[src/rtl/div32by16_seq.sv]
// Sequential signed divider, 2W-bit dividend by W-bit divisor, radix-2 restoring core.
// Quotient truncates toward zero; remainder follows the dividend sign; flags for /0 and overflow.
module div32by16_seq #(
    parameter int unsigned W = 16
) (
    input  logic           i_clk,
    input  logic           i_rst,
    input  logic           i_valid,
    output logic           o_ready,
    input  logic [2*W-1:0] i_a,
    input  logic [W-1:0]   i_b,
    output logic           o_valid,
    input  logic           i_ready,
    output logic [W-1:0]   o_q,
    output logic [W-1:0]   o_r,
    output logic           o_dbz,
    output logic           o_ovf
);

    localparam int unsigned CW = $clog2(2 * W);
    localparam logic [2*W-1:0] PosLim = {{(W + 1){1'b0}}, {(W - 1){1'b1}}};
    localparam logic [2*W-1:0] NegLim = {{W{1'b0}}, 1'b1, {(W - 1){1'b0}}};
    localparam logic [W-1:0] SatPos = {1'b0, {(W - 1){1'b1}}};
    localparam logic [W-1:0] SatNeg = {1'b1, {(W - 1){1'b0}}};

    typedef enum logic [1:0] {StIdle, StCalc, StFix, StDone} state_e;

    state_e         state_q, state_d;
    logic [CW-1:0]  cnt_q, cnt_d;
    logic [2*W-1:0] dvd_q, dvd_d;   // dividend magnitude, becomes quotient magnitude
    logic [W:0]     rem_q, rem_d;
    logic [W-1:0]   bmag_q, bmag_d;
    logic           sign_q_q, sign_q_d;
    logic           sign_r_q, sign_r_d;
    logic [W-1:0]   q_q, q_d;
    logic [W-1:0]   r_q, r_d;
    logic           dbz_q, dbz_d;
    logic           ovf_q, ovf_d;
    logic           valid_q, valid_d;

    logic [W:0]     rem_sh;
    logic [W:0]     rem_sub;
    logic           rem_ge;
    logic           ovf_now;

    always_comb begin
        state_d  = state_q;
        cnt_d    = cnt_q;
        dvd_d    = dvd_q;
        rem_d    = rem_q;
        bmag_d   = bmag_q;
        sign_q_d = sign_q_q;
        sign_r_d = sign_r_q;
        q_d      = q_q;
        r_d      = r_q;
        dbz_d    = dbz_q;
        ovf_d    = ovf_q;
        valid_d  = 1'b0;
        rem_sh   = {rem_q[W-1:0], dvd_q[2*W-1]};
        rem_sub  = rem_sh - {1'b0, bmag_q};
        rem_ge   = (rem_sh >= {1'b0, bmag_q});
        ovf_now  = sign_q_q ? (dvd_q > NegLim) : (dvd_q > PosLim);

        unique case (state_q)
            StIdle: begin
                if (i_valid) begin
                    dvd_d    = i_a[2*W-1] ? -i_a : i_a;
                    bmag_d   = i_b[W-1] ? -i_b : i_b;
                    sign_q_d = i_a[2*W-1] ^ i_b[W-1];
                    sign_r_d = i_a[2*W-1];
                    rem_d    = '0;
                    cnt_d    = CW'(2 * W - 1);
                    ovf_d    = 1'b0;
                    if (i_b == '0) begin
                        state_d = StDone;
                        dbz_d   = 1'b1;
                        q_d     = i_a[2*W-1] ? SatNeg : SatPos;
                        r_d     = i_a[W-1:0];
                    end else begin
                        state_d = StCalc;
                        dbz_d   = 1'b0;
                        q_d     = '0;
                        r_d     = '0;
                    end
                end
            end
            StCalc: begin
                rem_d = rem_ge ? rem_sub : rem_sh;
                dvd_d = {dvd_q[2*W-2:0], rem_ge};
                cnt_d = cnt_q - CW'(1);
                if (cnt_q == '0) begin
                    state_d = StFix;
                end
            end
            StFix: begin
                state_d = StDone;
                if (ovf_now) begin
                    ovf_d = 1'b1;
                    q_d   = sign_q_q ? SatNeg : SatPos;
                    r_d   = '0;
                end else begin
                    q_d = sign_q_q ? -dvd_q[W-1:0] : dvd_q[W-1:0];
                    r_d = sign_r_q ? -rem_q[W-1:0] : rem_q[W-1:0];
                end
            end
            StDone: begin
                // Result is presented one cycle after DONE entry and held until consumed.
                valid_d = !(valid_q && i_ready);
                if (valid_q && i_ready) begin
                    state_d = StIdle;
                end
            end
            default: state_d = StIdle;
        endcase
    end

    always_ff @(posedge i_clk) begin
        if (i_rst) begin
            state_q  <= StIdle;
            cnt_q    <= '0;
            dvd_q    <= '0;
            rem_q    <= '0;
            bmag_q   <= '0;
            sign_q_q <= 1'b0;
            sign_r_q <= 1'b0;
            q_q      <= '0;
            r_q      <= '0;
            dbz_q    <= 1'b0;
            ovf_q    <= 1'b0;
            valid_q  <= 1'b0;
        end else begin
            state_q  <= state_d;
            cnt_q    <= cnt_d;
            dvd_q    <= dvd_d;
            rem_q    <= rem_d;
            bmag_q   <= bmag_d;
            sign_q_q <= sign_q_d;
            sign_r_q <= sign_r_d;
            q_q      <= q_d;
            r_q      <= r_d;
            dbz_q    <= dbz_d;
            ovf_q    <= ovf_d;
            valid_q  <= valid_d;
        end
    end

    assign o_ready = (state_q == StIdle) && !i_rst;
    assign o_valid = valid_q;
    assign o_q     = q_q;
    assign o_r     = r_q;
    assign o_dbz   = dbz_q;
    assign o_ovf   = ovf_q;

endmodule

[config.mk]
export PLATFORM = sky130hd
export DESIGN_NAME = div32by16_seq
export DESIGN_NICKNAME = d
export VERILOG_FILES = /design/src/rtl/div32by16_seq.sv
export SDC_FILE = /design/constraint.sdc
export NUM_CORES = 1
export LEC_CHECK = 0
export CORE_MARGIN = 5
export CORE_UTILIZATION = 61
export DETAILED_ROUTE_END_ITERATION = 10
export GPL_TIMING_DRIVEN = 0
export HOLD_SLACK_MARGIN = 0.03
export PLACE_DENSITY_LB_ADDON = 0.2
export SLEW_MARGIN = 20
export SYNTH_ARGS = -nofsm -noshare
export SYNTH_HDL_FRONTEND = slang
export SYNTH_SLANG_ARGS = --single-unit
[constraint.sdc]
create_clock -name i_clk -period 5.79 [get_ports i_clk]
set_clock_uncertainty 0.05 [all_clocks]
set_input_delay 0.579 -clock i_clk [delete_from_list [all_inputs] [get_ports i_clk]]
set_output_delay 0.579 -clock i_clk [all_outputs]
set_load 0.005 [all_outputs]
# [Yosys cells after proc, flatten, opt, wreduce, memory -nomap -nowiden]
# Index checks and enable logic that the tools add are counted.
[word_totals] ff_bits=108 word_cells=76 in_bits=52
[op_classes] n_addsub=6 n_eq_ne=7 mux=31 n_bitwise=2 magnitude_cmp=3 n_reduce_logical=15
[op_table] cell="16-bit 2-to-1 mux" count=13
[op_table] cell="16-bit one-hot mux with 2 select lines" count=3
[op_table] cell="32-bit 2-to-1 mux" count=2
[op_table] cell="32-bit one-hot mux with 2 select lines" count=1
[op_table] cell="16-bit negator" count=3
[op_table] cell="32-bit by 15-bit greater-than comparator with 1-bit output (second input constant)" count=1
[op_table] cell="32-bit by 16-bit greater-than comparator with 1-bit output (second input constant)" count=1
[op_table] cell="32-bit negator" count=1
[op_table] cell="17-bit by 16-bit greater-or-equal comparator with 1-bit output" count=1
[op_table] cell="16-bit logical NOT" count=1
[op_table] cell="16-bit subtractor" count=1
[op_table] cell="5-bit one-hot mux with 2 select lines" count=1
[op_table] cell="2-bit 2-to-1 mux" count=4
[op_table] cell="2-bit inequality test (second input constant)" count=4
[op_table] cell="2-bit one-hot mux with 4 select lines" count=1
[op_table] cell="2-bit AND reduction" count=3
[op_table] cell="3-bit AND reduction" count=2
[op_table] cell="5-bit logical NOT" count=1
[op_table] cell="5-bit 2-to-1 mux" count=1
[op_table] cell="5-bit by 1-bit subtractor with 5-bit output (second input constant)" count=1
[op_table] cell="2-bit == test (second input constant)" count=2
[op_table] cell="1-bit 2-to-1 mux" count=4
[op_table] cell="2-bit nonzero test" count=2
[op_table] cell="2-bit by 1-bit == test with 1-bit output (second input constant)" count=1
[op_table] cell="other kinds (7)" count=9

# [Logic depth before layout (Yosys ltp)]
[depth] ltp_word=4 mapped_depth=11 depth_no_buf=11

# [Worst setup path before layout]
# No wires, ideal clock.
[synth_timing] path_kind="register to register" from="reg rem_q[10]" to="reg rem_q[7]" period_less_slack_ns=2.686 arrival_time_ns=2.574 slack_ns=3.104 t_required_ns=5.678 n_path_buf=0 stages_incl_launch_ff=9 cell_sequence="dfxtp_1 > ha_1 > nand2_1 > or2_2 > or4_1 > nand2_1 > o21ba_2 > or4b_2 > nand3_1"
[synth_between] elab_chain_cells=3
[synth_rtl] item="start, declared" line_no="31" rtl="logic [W:0] rem_q, rem_d;"
[synth_rtl] item="start signal, assigned" line_no="135" rtl="rem_q <= rem_d;"
[synth_rtl] item="17-bit by 16-bit greater-or-equal comparator with 1-bit output" line_no="61" rtl="rem_ge = (rem_sh >= {1'b0, bmag_q});"
[synth_rtl] item="16-bit 2-to-1 mux" line_no="88" rtl="rem_d = rem_ge ? rem_sub : rem_sh;"
[synth_rtl] item="16-bit one-hot mux with 2 select lines" line_no="64" rtl="unique case (state_q)"
# No other way between the ends.
# A chain may end at the register's enable or synchronous reset.

# [Worst setup path in the final report]
[layout_timing] from="in i_b[9]" to="reg q_q[7], in the netlist o_q[7]"
[layout_between] elab_chain_cells=4
[layout_rtl] item="start, declared" line_no="11" rtl="input logic [W-1:0] i_b,"
[layout_rtl] item="16-bit logical NOT" line_no="74" rtl="if (i_b == '0) begin"
[layout_rtl] item="16-bit 2-to-1 mux" line_no="74"
[layout_rtl] item="16-bit 2-to-1 mux" line_no="66" rtl="if (i_valid) begin"
[layout_rtl] item="16-bit one-hot mux with 2 select lines" line_no="64"
[layout_rtl] item="end signal, assigned" line_no="139" rtl="q_q <= q_d;"
[layout_rtl] item="end, declared" line_no="35" rtl="logic [W-1:0] q_q, q_d;"
# No other way between the ends. The select of a mux whose other input is x is not followed.

==> impl_metrics.tcl <==
set metrics [dict create \
    status "complete, no violations" \
    fmax_mhz 308.4 \
    worstHoldPathType "reg -> reg" \
    grt.total_usage_pct 29.21 \
    ant_nets 0 \
    synth.net_count 946 \
    powerDensity_mw_per_mm2 489.1 \
    netSwitchingFraction_pct 46.09 \
    antenna_found_initial 0 \
    gr-total-overflow 0 \
    wl_mm 19.49 \
    drt_iter0_markers 645 \
    cp_cell_sequence "clkdlybuf4s50_1 > nor4_1 > nand3b_1 > nor4_1 > a21oi_1 > nor3_2 > buf_4 > a21oi_1 > nor3_1" \
    grt_setup_unrepaired "false" \
    critical_path_required_ns 6.04 \
    dpl.hpwl_mm 15.05 \
    tightest_slew_ns 0.9173 \
    fillers 878 \
    crit_family "simple AND/OR/NAND/NOR gates" \
    fin_tns_setup_ns 0 \
    cts_root_buffer "clkbuf_8" \
    insertion_delay_ns 0.38 \
    portBuffers 84 \
    final_util_pct 73.47 \
    period_needed_ns 3.243 \
    critPathLaunchType "input port" \
    fin_crit_sh_pct 56.00 \
    vias_per_cell 6.222 \
    synth_ff_type "dfxtp_1" \
    report.final.slew_viol_count 0 \
    clock_sinks 108 \
    critical_path.slowest_cell "nor4_1" \
    drive_above_1_share_pct 3.416 \
    wl_per_cell_um 17.62 \
    tritoncts "yes" \
    yosysWarningCount 0 \
    cpPeakStageDelay_ns 0.74 \
    synth_enable_flop_cells 0 \
    syn_to_final_growth_pct 17.95 \
    hold_buffers 0 \
    switchingPower_w 0.001803 \
    path_max_fanout 10 \
    internal_power_w 0.002109 \
    multi_input_area_mm2 0.004273 \
    h-tree-depth 3 \
    die-area_mm2 0.01333 \
    drc 0 \
    core_mm2 0.01089 \
    grt_pass1_wl_mm 31.28 \
    crit_arrival_ns 3.50 \
    synth_cells 867 \
    slew_headroom_pct 38.28 \
    start_util_pct 62.28 \
    num_antenna_cells 0 \
    p_clk_share_pct 12.3 \
    fp.dieW_um 115.4 \
    cts_resized 0 \
    syn_area_mm2 0.006782 \
    max-cap-violations 0 \
    critPathCaptureType "flop" \
    synth.distinct_cells 65 \
    num_vias 6882 \
    final_common_cell "dfxtp_1" \
    ir_drop_v 0.0004712 \
    avgSynthCellArea_um2 7.822 \
    cellLeakagePower_nw 2.911 \
    io_pins 88 \
    crit_type "in -> reg" \
    hold_viol_final 0 \
    die_h_um 115.4 \
    gp_congestion 1.022 \
    synth_seq_area_share_pct 31.88 \
    critPathBufInv 2 \
    async_flop_share_pct 0 \
    seqCellArea_mm2 0.002162 \
    dr.pass1.iters 7 \
    post_cts_buffers 0 \
    grt_pass1_vias 6467 \
    synth-seq-cells 108 \
    grt_max_degree 17 \
    pwr-share-comb_pct 58.3 \
    clk_pin_slew_ns 0.10 \
    setup_viol 0 \
    nNetsFinal 1041 \
    seqPwrFrac_pct 29.4 \
    rows 38 \
    mostFrequentLayoutCells "108 x dfxtp_1, 91 x nor2_1, 86 x nand2_1" \
    clockBufferDepth 2 \
    cts_buffers 9 \
]
## final cells by class
type	instances	area share [%]
inverters	37	1.736
plain buffers	52	2.597
well taps	140	2.190
flip-flops and latches	108	27.03
clock buffers	12	1.940
multi-input cells	670	53.42
clock inverters	3	0.5788
repair buffers	84	10.51
## cell usage after synthesis (2+ instances only)
library cell	n	area (um^2)
dfxtp_1	108	2162
nor2_1	91	341.6
nand2_1	86	322.8
xnor2_1	58	508.0
a21oi_1	45	225.2
clkbuf_1	45	168.9
nor3_1	44	220.2
nand3_1	40	200.2
inv_1	37	138.9
o21ai_0	37	185.2
ha_1	26	325.3
xor2_1	24	210.2
a211oi_1	23	172.7
o31ai_1	19	142.6
a221oi_1	18	157.7
a222oi_1	14	140.1
nor4_1	13	81.33
or4_1	13	97.59
a31oi_1	12	75.07
nand2b_1	8	50.05
o41ai_1	8	70.07
or3_1	8	50.05
nand4_1	7	43.79
o21a_1	7	52.55
a32oi_1	6	52.55
a21o_1	5	37.54
buf_1	4	15.01
nor2b_1	4	25.02
mux2i_1	3	30.03
nand3b_1	3	22.52
nor3b_1	3	22.52
o211ai_1	3	22.52
or2_2	3	18.77
or4b_2	3	30.03
a21boi_0	2	15.01
a311oi_1	2	17.52
and2_1	2	12.51
o21ai_1	2	10.01
o21bai_1	2	15.01
o311ai_0	2	17.52
o32ai_1	2	17.52
or4_4	2	22.52
## layer usage
layer / up-vias / routed length [um] / GRT usage, %
li1: 3358 / - / -
met1: 3154 / 7704 / 36.37
met2: 315 / 9379 / 50.42
met3: 55 / 1710 / 5.170
met4: 0 / 695 / 11.19
met5: - / 0 / 0
## metrics by stage
stage               setup slack (ns)  instances  hold WS, ns  area [um^2]  power [W]
finish                         2.547       1106       0.4145         7999   0.003912
global route                   2.388       1106       0.4485         7999   0.004206
CTS                            2.647       1106       0.4192         7999   0.003871
detailed placement             2.281       1091       0.4047         7797   0.003397
global placement               2.338       1091       0.3907         7797   0.003357
floorplan                      3.104        867       0.3900         6782   0.002721
## path summary, 6_finish.rpt
check	endpoint	cells after the start	start	slack (ns)
max	o_q[7]	9	i_b[9]	2.55
min	o_dbz	2	o_dbz	0.41
max reg2reg	dvd_q[0]	8	rem_q[2]	2.69
min reg2reg	o_dbz	2	o_dbz	0.41
## power groups by stage
stage	combinational, W	sequential (W)	clock (W)
2_1_floorplan	0.00160	0.00112	0
3_3_place_gp	0.00220	0.00115	0
3_5_place_dp	0.00224	0.00116	0
4_1_cts	0.00225	0.00114	0.000479
5_1_grt	0.00252	0.00118	0.000506
6_report	0.00228	0.00115	0.000482
## cell families after synthesis
| group | Yosys count | synth area share, % |
|---|---|---|
| simple gates | 336 | 23.97 |
| mux | 3 | 0.4428 |
| compound gates | 222 | 22.92 |
| fa+ha+maj | 27 | 5.092 |
| flops | 108 | 31.88 |
| xor+xnor | 82 | 10.59 |
| buf+inv | 89 | 5.111 |
## sequential cells by signal, indices dropped and copies added, names as in the netlist
register / count
dvd_q: 32
bmag_q: 16
o_q: 16
o_r: 16
rem_q: 16
cnt_q: 5
state_q: 2
o_dbz: 1
o_ovf: 1
o_valid: 1
sign_q_q: 1
sign_r_q: 1
## worst min-delay path: cells and delay by family (launching register included)
kind,cells,cell delay (ns)
flops,1,0.33
simple gates,1,0.05
compound gates,1,0.05
(Power assumes the default switching activity.)
